File: config.mk
export PLATFORM = sky130hd
export DESIGN_NAME = arcade_input_mapper
export DESIGN_NICKNAME = d
export VERILOG_FILES = /design/src/rtl/arcade_input_mapper.sv
export SDC_FILE = /design/constraint.sdc
export NUM_CORES = 1
export LEC_CHECK = 0
export ABC_CLOCK_PERIOD_IN_PS = 2470
export CAP_MARGIN = 5
export CORE_MARGIN = 2
export CORE_UTILIZATION = 63
export DETAILED_ROUTE_END_ITERATION = 7
export DONT_BUFFER_PORTS = 1
export GPL_TIMING_DRIVEN = 1
export HOLD_SLACK_MARGIN = 0.08
export PLACE_DENSITY = 0.79
export REMOVE_ABC_BUFFERS = 1
export SLEW_MARGIN = 30
export SYNTH_ARGS = -nofsm -noshare
export SYNTH_HDL_FRONTEND = slang
export SYNTH_SLANG_ARGS = --single-unit
File: constraint.sdc
create_clock -name clk_sys -period 2.47 [get_ports clk_sys]
set_input_delay 0 -clock clk_sys [delete_from_list [all_inputs] [get_ports clk_sys]]
set_output_delay 0 -clock clk_sys [all_outputs]
set_load 0.01 [all_outputs]
File: src/rtl/arcade_input_mapper.sv
// Player-input front end: decodes ps2_key into held keys, merges MiSTer joysticks, remaps orientation,
// cleans opposing directions and stretches coin presses. Optional autofire via ARCADE_INPUT_AUTOFIRE_EN.
module arcade_input_mapper #(
    parameter int NPLAYERS   = 2,
    parameter int COIN_PULSE = 600000,
    parameter int AF_HALF    = 400000
) (
    input  logic                   clk_sys,
    input  logic                   reset,
    input  logic [10:0]            ps2_key,
    input  logic [16*NPLAYERS-1:0] joystick,
    input  logic                   rotate,
    input  logic                   autofire_en,
    output logic [8*NPLAYERS-1:0]  player_out,
    output logic                   service
);
    localparam int COIN_W = $clog2(COIN_PULSE + 1);
    localparam logic [COIN_W-1:0] COIN_LOAD = COIN_W'(COIN_PULSE);
    localparam logic [COIN_W-1:0] COIN_ONE  = COIN_W'(1);

    if (NPLAYERS < 1 || NPLAYERS > 4) begin : g_bad_nplayers
        $error("arcade_input_mapper: NPLAYERS must be in 1..4");
    end

    logic                toggle_q;
    logic [8:0]          kb_p1;
    logic [7:0]          kb_p2;
    logic                kb_service;
    logic [7:0]          kb_p1_byte;
    logic [7:0]          merged    [NPLAYERS];
    logic [7:0]          out_next  [NPLAYERS];
    logic [COIN_W-1:0]   coin_cnt  [NPLAYERS];
    logic [COIN_W-1:0]   coin_next [NPLAYERS];
    logic [NPLAYERS-1:0] coin_prev;
    logic                fire_gate;
    logic                up, down, left, right;

    // kb_p1 keeps the two fire keys apart: [3:0] U/D/L/R as R,L,D,U, [4] space, [5] ctrl, [6] fire2, [7] start, [8] coin
    always_ff @(posedge clk_sys) begin
        if (reset) begin
            toggle_q   <= ps2_key[10];
            kb_p1      <= '0;
            kb_p2      <= '0;
            kb_service <= 1'b0;
        end else if (ps2_key[10] != toggle_q) begin
            toggle_q <= ps2_key[10];
            case ({ps2_key[8], ps2_key[7:0]})
                9'h174: kb_p1[0] <= ps2_key[9];
                9'h16B: kb_p1[1] <= ps2_key[9];
                9'h172: kb_p1[2] <= ps2_key[9];
                9'h175: kb_p1[3] <= ps2_key[9];
                9'h029: kb_p1[4] <= ps2_key[9];
                9'h014: kb_p1[5] <= ps2_key[9];
                9'h011: kb_p1[6] <= ps2_key[9];
                9'h016: kb_p1[7] <= ps2_key[9];
                9'h02E: kb_p1[8] <= ps2_key[9];
                9'h034: kb_p2[0] <= ps2_key[9];
                9'h023: kb_p2[1] <= ps2_key[9];
                9'h02B: kb_p2[2] <= ps2_key[9];
                9'h02D: kb_p2[3] <= ps2_key[9];
                9'h01C: kb_p2[4] <= ps2_key[9];
                9'h01B: kb_p2[5] <= ps2_key[9];
                9'h01E: kb_p2[6] <= ps2_key[9];
                9'h036: kb_p2[7] <= ps2_key[9];
                9'h02C: kb_service <= ps2_key[9];
                default: ;
            endcase
        end
    end

    assign kb_p1_byte = {kb_p1[8], kb_p1[7], kb_p1[6], kb_p1[4] | kb_p1[5], kb_p1[3:0]};

    always_comb begin
        up    = 1'b0;
        down  = 1'b0;
        left  = 1'b0;
        right = 1'b0;
        for (int p = 0; p < NPLAYERS; p++) begin
            merged[p] = joystick[16*p +: 8];
            if (p == 0)
                merged[p] = merged[p] | kb_p1_byte;
            else if (p == 1)
                merged[p] = merged[p] | kb_p2;

            up    = rotate ? merged[p][1] : merged[p][3];
            down  = rotate ? merged[p][0] : merged[p][2];
            left  = rotate ? merged[p][2] : merged[p][1];
            right = rotate ? merged[p][3] : merged[p][0];
            if (up && down) begin
                up   = 1'b0;
                down = 1'b0;
            end
            if (left && right) begin
                left  = 1'b0;
                right = 1'b0;
            end

            // a running pulse swallows any new edge, so holding or re-pressing cannot extend it
            if (coin_cnt[p] != '0)
                coin_next[p] = coin_cnt[p] - COIN_ONE;
            else if (merged[p][7] && !coin_prev[p])
                coin_next[p] = COIN_LOAD;
            else
                coin_next[p] = '0;

            out_next[p] = {merged[p][5], coin_next[p] != '0, merged[p][6],
                           merged[p][4] & fire_gate, up, down, left, right};
        end
    end

    always_ff @(posedge clk_sys) begin
        if (reset) begin
            player_out <= '0;
            service    <= 1'b0;
            coin_prev  <= '0;
            for (int p = 0; p < NPLAYERS; p++)
                coin_cnt[p] <= '0;
        end else begin
            service <= kb_service;
            for (int p = 0; p < NPLAYERS; p++) begin
                coin_cnt[p]             <= coin_next[p];
                coin_prev[p]            <= merged[p][7];
                player_out[8*p +: 8]    <= out_next[p];
            end
        end
    end

`ifdef ARCADE_INPUT_AUTOFIRE_EN
    localparam int AF_W = (AF_HALF > 1) ? $clog2(AF_HALF) : 1;
    localparam logic [AF_W-1:0] AF_LAST = AF_W'(AF_HALF - 1);
    localparam logic [AF_W-1:0] AF_ONE  = AF_W'(1);

    logic [AF_W-1:0] af_cnt;
    logic            af_phase;

    // one free-running phase shared by all players so their autofire stays in step
    always_ff @(posedge clk_sys) begin
        if (reset) begin
            af_cnt   <= '0;
            af_phase <= 1'b1;
        end else if (af_cnt == AF_LAST) begin
            af_cnt   <= '0;
            af_phase <= ~af_phase;
        end else begin
            af_cnt <= af_cnt + AF_ONE;
        end
    end

    assign fire_gate = af_phase | ~autofire_en;
`else
    localparam int unused_af_half = AF_HALF;
    assign fire_gate = 1'b1;
`endif

    logic unused_bits;
    assign unused_bits = ^{joystick, autofire_en};
endmodule

==> Word-level counts from Yosys, hierarchy flattened <==
Memories as Yosys holds them, arrays and structs flattened.
Cells that the tools add are included.
{ "classes": {"n_eq_ne": 19, "mux": 19, "addsub": 2, "reduce_logical": 35, "n_bitwise": 5} }
{ "ops": {"columns": ["cell", "n"], "rows": [
  ["20-bit two-way mux", 6],
  ["20-bit nonzero test", 4],
  ["9-bit by 6-bit equality test with 1-bit output, second input constant", 8],
  ["9-bit by 5-bit equality test with 1-bit output, second input constant", 6],
  ["20-bit by 1-bit subtractor with 20-bit output, second input constant", 2],
  ["9-bit equality test, second input constant", 4],
  ["2-bit AND reduction", 18],
  ["8-bit OR", 2],
  ["1-bit two-way mux", 13],
  ["2-bit OR reduction", 4],
  ["1-bit logical AND", 6],
  ["1-bit OR", 3],
  ["1-bit logical NOT", 2],
  ["2-bit nonzero test", 1],
  ["1-bit != test", 1]
]} }
{ "word_totals": {"register_bits": 38, "n_memories": 1, "inputBits": 47, "mem_bits_rw": 40, "output_inout_bits": 17} }
{ "memory_table": {"columns": ["name", "words", "word_bits", "rd", "rd_ports_with_merged_regs", "write_ports", "line_no", "rtl"], "rows": [
  ["coin_cnt", 2, 20, 2, 0, 2, "32", "logic [COIN_W-1:0] coin_cnt [NPLAYERS];"]
]} }

==> Depth between registers and ports, before layout <==
Gate-level depths: netlist (run 1).
{ "depth": {"ltp_word": 6, "mapped_depth": 9, "depth_no_buf": 8} }

==> Worst setup path before layout (run 1) <==
No wires, ideal clock.
{ "synth_path": {"path_type": "flip-flop to flip-flop", "startpoint": "mem coin_cnt[0][0] (netlist bit)", "endpoint": "reg player_out[6]", "t_arrival_ns": 2.138, "setup_time_ns": 0.134, "n_path_buf": 0, "path_stages_with_launch": 9, "setup_slack_ns": 0.198, "cell_sequence": "dfxtp_1 inv_1 ha_1 nor3b_1 nand2_2 or3_4 o21ai_4 a21oi_2 or4_1"} }
{ "synth_lines": {"columns": ["item", "line_no", "rtl"], "rows": [
  ["start, declared", "32", null],
  ["end signal, assigned by index", "123", "player_out[8*p +: 8] <= out_next[p];"],
  ["end, declared", "14", "output logic [8*NPLAYERS-1:0] player_out,"]
]} }

==> impl_metrics.yaml, run 1 <==
critical_path:
  cp-start-kind: "flop"
  critPathKind: "reg2reg"
  cp.arrival_ps: 2600
  r2r_end: "player_out[6]"
  crit_family: "simple AND/OR/NAND/NOR gates"
  regToRegSetupSlack_ps: 110
  reg2reg_from: "coin_cnt[0][2]"
  cp_data_required_time_ps: 2710
  setup.worst_path.end_class: "flop"
  slowest_delay_ps: 510
  path_cells: "nor4_4 > nand4_1 > nor3_1 > a31oi_1 > o21a_1 > or4_1"
  cp_slowest_cell: "nor4_4"
  path_buf_inv: 0
  reg2reg_depth: 6
  crit_fanout: 7
detailed_routing:
  wl_um: 9490
  viasPerCell: 6.03
  drtIter0Drc: 223
  avgRoutedWirePerCell_um: 17.3
  drt-pass1-iter-count: 6
  met1_length_um: 3920
  vias: 3317
  top_layer: "met4"
  drtAntennaViolNets: 0
  dr_wl_met2_um: 4670
  drc: 0
  wl_met3_um: 518
cts:
  cts_sinks: 78
  cts_buffer_depth: 2
  cts_inserted_buffers: 9
  htreeDepth: 3
  clock_latency_ps: 370
  clk_pin_slew_worst_paths_ps: 90
  root_buffer: "clkbuf_8"
  tritoncts: "done"
run_status:
  status: "complete, no violations"
timing:
  setup_viol: 0
  relSlewSlack: 0.547
  max_freq_ghz: 0.424
  hold_violations: 0
  post-route-min-period_ps: 2360
  finalMaxSlewViolations: 0
  layout_setup_ws_ps: 110
  skew_ps: 11.6
  max_slew.worst_pin.slew_ps: 677
  final.period_utilization: 0.955
synth:
  postSynthAreaPerCell_sq_um: 8.52
  ys_seq_area_frac: 0.440
  yosysMostFrequentCell: "nor2_1"
  synth_seq_cells: 78
  synthTopCellsByCount: "93 x nor2_1, 77 x dfxtp_1, 28 x nor3_1, 26 x nand2_1, 19 x a21oi_1"
  syn_inst: 419
  yosysTopAreaCell: "dfxtp_1"
  synthDominantCellAreaShare: 0.432
  synth_cell_types: 53
  synth_area_sq_um: 3570
  synth_edf_count: 1
  ys.warnings.count: 0
  yosys-top-cells-area: "dfxtp_1 43%, nor2_1 9.8%, mux2i_1 4.8%"
  synth_ff_type: "dfxtp_1"
  async_reset_ff_frac: 0
final_layout:
  drive_gt1_frac: 0.0941
  finalNonFillerCells: 550
  fin_nets: 522
  diodes: 0
  syn2layout_area_growth_pct: 23.2
placement:
  dp.cells: 485
  gp_congestion: 0.868
  dp_slack_ps: 75.5
  numPortBuffers: 0
  post-dp-hpwl_um: 5440
floorplanning:
  fp-row-count: 27
  io_pins: 64
  die-area_sq_um: 6280
  die_h_um: 79.3
  core-area_sq_um: 5470
  die_w_um: 79.3
  start_util: 0.652
global_routing:
  antenna_found_initial: 0
  grt_max_degree: 45
  grt_pass1_vias: 3188
  grt_pass1_wl_um: 15300
  overflow: 0
  track_usage: 0.314
min_path:
  hold-path-endpoint: "kb_p1[8]"
  min_delay_path_depth: 5
  worstHoldStart: "ps2_key[7]"
  hold_class: "in2reg"
power_and_ir_drop:
  cellLeakagePower_nw: 1.73
  p_total_mw: 5.20
  vdd_drop_max_mv: 1.07
  power_density_nw_per_um2: 1180
flow_run:
  maxCapViolCount: 0
==> routing by layer <==
layer / GRT usage / up-vias
met2: 0.529 / 139
met1: 0.375 / 1559
met3: 0.0614 / 40
met4: 0.171 / 0
li1: - / 1579
met5: 0 / -
==> worst max path at each step <==
| stage | from | end | slack (ps) | cells after the start |
|---|---|---|---|---|
| floorplan | coin_cnt[0][0] | player_out[6] | 150 | 8 |
| global placement | coin_cnt[0][0] | player_out[6] | 160 | 8 |
| detailed placement | coin_cnt[0][0] | player_out[6] | 80 | 7 |
| CTS | coin_cnt[0][0] | player_out[6] | 60 | 7 |
| global route | coin_cnt[0][0] | player_out[6] | -2 | 8 |
| finish | coin_cnt[0][2] | player_out[6] | 110 | 6 |
==> power breakdown <==
group	leakage [nW]	switching (mW)	internal (mW)
logic	0.992	1.22	1.02
registers	0.641	0.355	1.55
clock network	0.0998	0.490	0.572
==> flip-flops by register name (all words and copies together), names as in the netlist <==
| register | cells |
|---|---|
| kb_service | 1 |
| coin_cnt | 40 |
| coin_prev | 2 |
| toggle_q | 1 |
| kb_p1 | 9 |
| service | 1 |
| kb_p2 | 8 |
| player_out | 16 |
==> area by class of cell <==
cell class / count / area (sq um)
fillers: 344 / 1080
multi-input cells: 317 / 1920
repair buffers: 58 / 563
flip-flops and latches: 78 / 1570
well taps: 72 / 90.1
inverters: 9 / 33.8
clock buffers: 11 / 131
clock inverters: 5 / 83.8
==> timing repair <==
item	4_1_cts	5_1_grt
setup buffers	0	2
setup endpoints to repair	0	7
hold buffers	47	0
hold endpoints to repair	53	0
resized for setup	0	5
==> cells in the final DEF, fill, tap and decap left out, drive strengths merged, types with 2 or more instances in the layout <==
cell,instances
nor2b,8
xnor2,17
or4,4
inv,9
nand2,27
a21oi,20
o21ai,3
and4,2
nand4b,2
nor3,28
a31oi,5
nand3b,4
or3,6
nand4,9
nor2,93
buf,12
nand2b,2
a21boi,2
ha,2
nor3b,10
mux2i,17
nand3,13
clkbuf,11
dlygate4sd3,46
nor4,15
o41ai,2
xor2,9
clkinvlp,2
o31ai,2
bufinv,2
dfxtp,77
==> tightest hold or removal path, delay by kind of cell <==
| kind | cells | cell delay, ps |
|---|---|---|
| buffers and inverters | 1 | 140 |
| and+or+nand+nor | 3 | 200 |
| muxes | 1 | 80 |
==> stage by stage <==
step | setup TNS, ps | utilization | cell area (sq um) | hold WS [ps]
finish | 0 | 0.803 | 4400 | 84.2
detailed placement | 0 | 0.669 | 3660 | 77.5
global placement | 0 | 0.669 | 3660 | 75.1
global route | -2.28 | 0.803 | 4400 | 122
floorplan | 0 | - | 3510 | 69.1
CTS | 0 | 0.797 | 4360 | 82.4
==> cell families (layout without fill, tap and decap cells) <==
group,after synthesis,count (layout),synth area share
AND/OR/NAND/NOR,229,229,0.333
multiplexers,17,17,0.0477
AO/OA/AOI/OAI,43,43,0.0810
XOR/XNOR,26,26,0.0638
flip-flops,78,78,0.440
buffers and inverters,24,83,0.0273
adder cells (fa/ha/maj),2,2,0.00701
No activity file was read; power rests on OpenSTA's default activity.
==> run 2, diff against run 1 <==
--- a/config.mk
+++ b/config.mk
@@ -13,6 +13,7 @@
 export DONT_BUFFER_PORTS = 1
 export GPL_TIMING_DRIVEN = 1
 export HOLD_SLACK_MARGIN = 0.08
+export MAX_ROUTING_LAYER = met4
 export PLACE_DENSITY = 0.79
 export REMOVE_ABC_BUFFERS = 1
 export SLEW_MARGIN = 30
==> impl_metrics.yaml, run 2 (same netlist as run 1, synthesis figures left out) <==
min_path:
  min_delay_path_depth: 4
  hold-path-endpoint: "kb_service"
  worstHoldStart: "ps2_key[5]"
  hold_class: "in2reg"
final_layout:
  max_flop_register: "coin_cnt"
  drive_gt1_frac: 0.0968
  layout_commonest_cell: "nor2_1"
  fin_nets: 519
  finalNonFillerCells: 547
  multiInputGateArea_sq_um: 1920
  diodes: 0
  num-fill-cells: 375
  ff_latch_area_sq_um: 1570
  largest_registers: "coin_cnt (40), player_out (16), kb_p1 (9)"
  layout_common_cells: "93 x nor2_1, 77 x dfxtp_1, 43 x dlygate4sd3_1, 28 x nor3_1, 26 x nand2_1"
  largest_register_ffs: 40
  syn2layout_area_growth_pct: 21.4
floorplanning:
  die_w_um: 79.3
  start_util: 0.652
  die_h_um: 79.3
  core-area_sq_um: 5470
  die-area_sq_um: 6280
  fp-row-count: 27
  io_pins: 64
global_routing:
  antenna_found_initial: 0
  grt_pass1_wl_um: 14800
  grt_pass1_vias: 3125
  overflow: 0
  track_usage: 0.311
  grt_max_degree: 45
critical_path:
  critPathKind: "reg2reg"
  cp_data_required_time_ps: 2680
  reg2reg_from: "coin_cnt[0][11]"
  r2r_end: "player_out[6]"
  reg2reg_depth: 6
  setup.worst_path.end_class: "flop"
  cp.arrival_ps: 2560
  crit_fanout: 6
  regToRegSetupSlack_ps: 130
  cp-start-kind: "flop"
timing:
  max_slew.worst_pin.slew_ps: 695
  rsz0062_at_grt: "false"
  final.period_utilization: 0.948
  finalSetupTns_ps: 0
  finalMaxSlewViolations: 0
  max_freq_ghz: 0.427
  relSlewSlack: 0.535
  post-route-min-period_ps: 2340
  skew_ps: 10.2
  hold_violations: 0
  setup_viol: 0
cts:
  htreeDepth: 3
  tritoncts: "done"
  cts_inserted_buffers: 9
  clk_pin_slew_worst_paths_ps: 80
  cts_buffer_depth: 2
  clock_latency_ps: 350
  root_buffer: "clkbuf_8"
  cts_sinks: 78
detailed_routing:
  drtAntennaViolNets: 0
  drtIter0Drc: 273
  viasPerCell: 6.01
  wl_um: 9030
  drt-pass1-iter-count: 5
  drc: 0
  avgRoutedWirePerCell_um: 16.5
  vias: 3285
power_and_ir_drop:
  p_switching_mw: 2.06
  vdd_drop_max_mv: 1.02
  clock_power_share: 0.184
  cellLeakagePower_nw: 1.71
  internal-power_mw: 3.04
  comb_power_share: 0.443
  switching_share: 0.404
  power_density_nw_per_um2: 1180
  p_total_mw: 5.11
  seqPwrFrac: 0.374
placement:
  gp_congestion: 0.899
  dp.cells: 485
  post-dp-hpwl_um: 5470
  numPortBuffers: 0
flow_run:
  maxCapViolCount: 0
run_status:
  status: "complete, no violations"
==> run 2: worst max-delay path, stage by stage, from the launching register on <==
cell	delay, ps
dfxtp_1	380
nor4_4	420
nand3_2	200
or3_4	480
o21ai_4	160
a21oi_2	50
or4_1	530
==> run 2: how the worst max path moves through the flow <==
stage	start	to	cells past startpoint
floorplan	coin_cnt[0][0]	player_out[6]	8
global placement	coin_cnt[0][0]	player_out[6]	8
detailed placement	coin_cnt[0][2]	player_out[6]	6
CTS	coin_cnt[0][2]	player_out[6]	6
global route	coin_cnt[0][20]	player_out[14]	7
finish	coin_cnt[0][11]	player_out[6]	6
==> run 2: final cells by class <==
class	instances	share of cell area
timing repair buffer	55	0.123
multi-input combinational	317	0.442
tap	72	0.0208
clock inverter	6	0.0141
inverter	9	0.00779
clock buffer	10	0.0294
sequential	78	0.363
==> run 2: through the flow <==
step | cell area (sq um) | worst slack (ps) | hold slack, ps | utilization
floorplan | 3510 | 146 | 69.1 | -
global placement | 3660 | 163 | 75.5 | 0.669
detailed placement | 3660 | 41.3 | 77.6 | 0.669
CTS | 4300 | 22.4 | 87.8 | 0.786
global route | 4330 | 10.8 | 104 | 0.792
finish | 4330 | 129 | 98.2 | 0.792
==> run 2: repair_timing <==
action | CTS | global route
endpoints found under the hold margin | 51 | 0
gates resized for setup | 0 | 3
endpoints found under the setup margin | 0 | 1
hold buffers | 44 | 0
setup buffers | 0 | 2
==> run 2: per-layer routing <==
metal,global-route usage,wire (um),share of wire,up-vias
met3,0.0477,465,0.052,31
met2,0.537,4610,0.51,116
li1,-,-,-,1578
met4,0.133,248,0.027,0
met1,0.360,3700,0.41,1560
met5,-,0,0,-
==> run 2: power by group through the flow <==
stage	Sequential [mW]	Clock (mW)	Combinational [mW]
detailed placement	1.91	0	2.04
CTS	1.88	0.934	2.13
floorplan	1.84	0	1.61
finish	1.91	0.937	2.26
global route	1.94	1.00	2.49
global placement	1.90	0	1.96
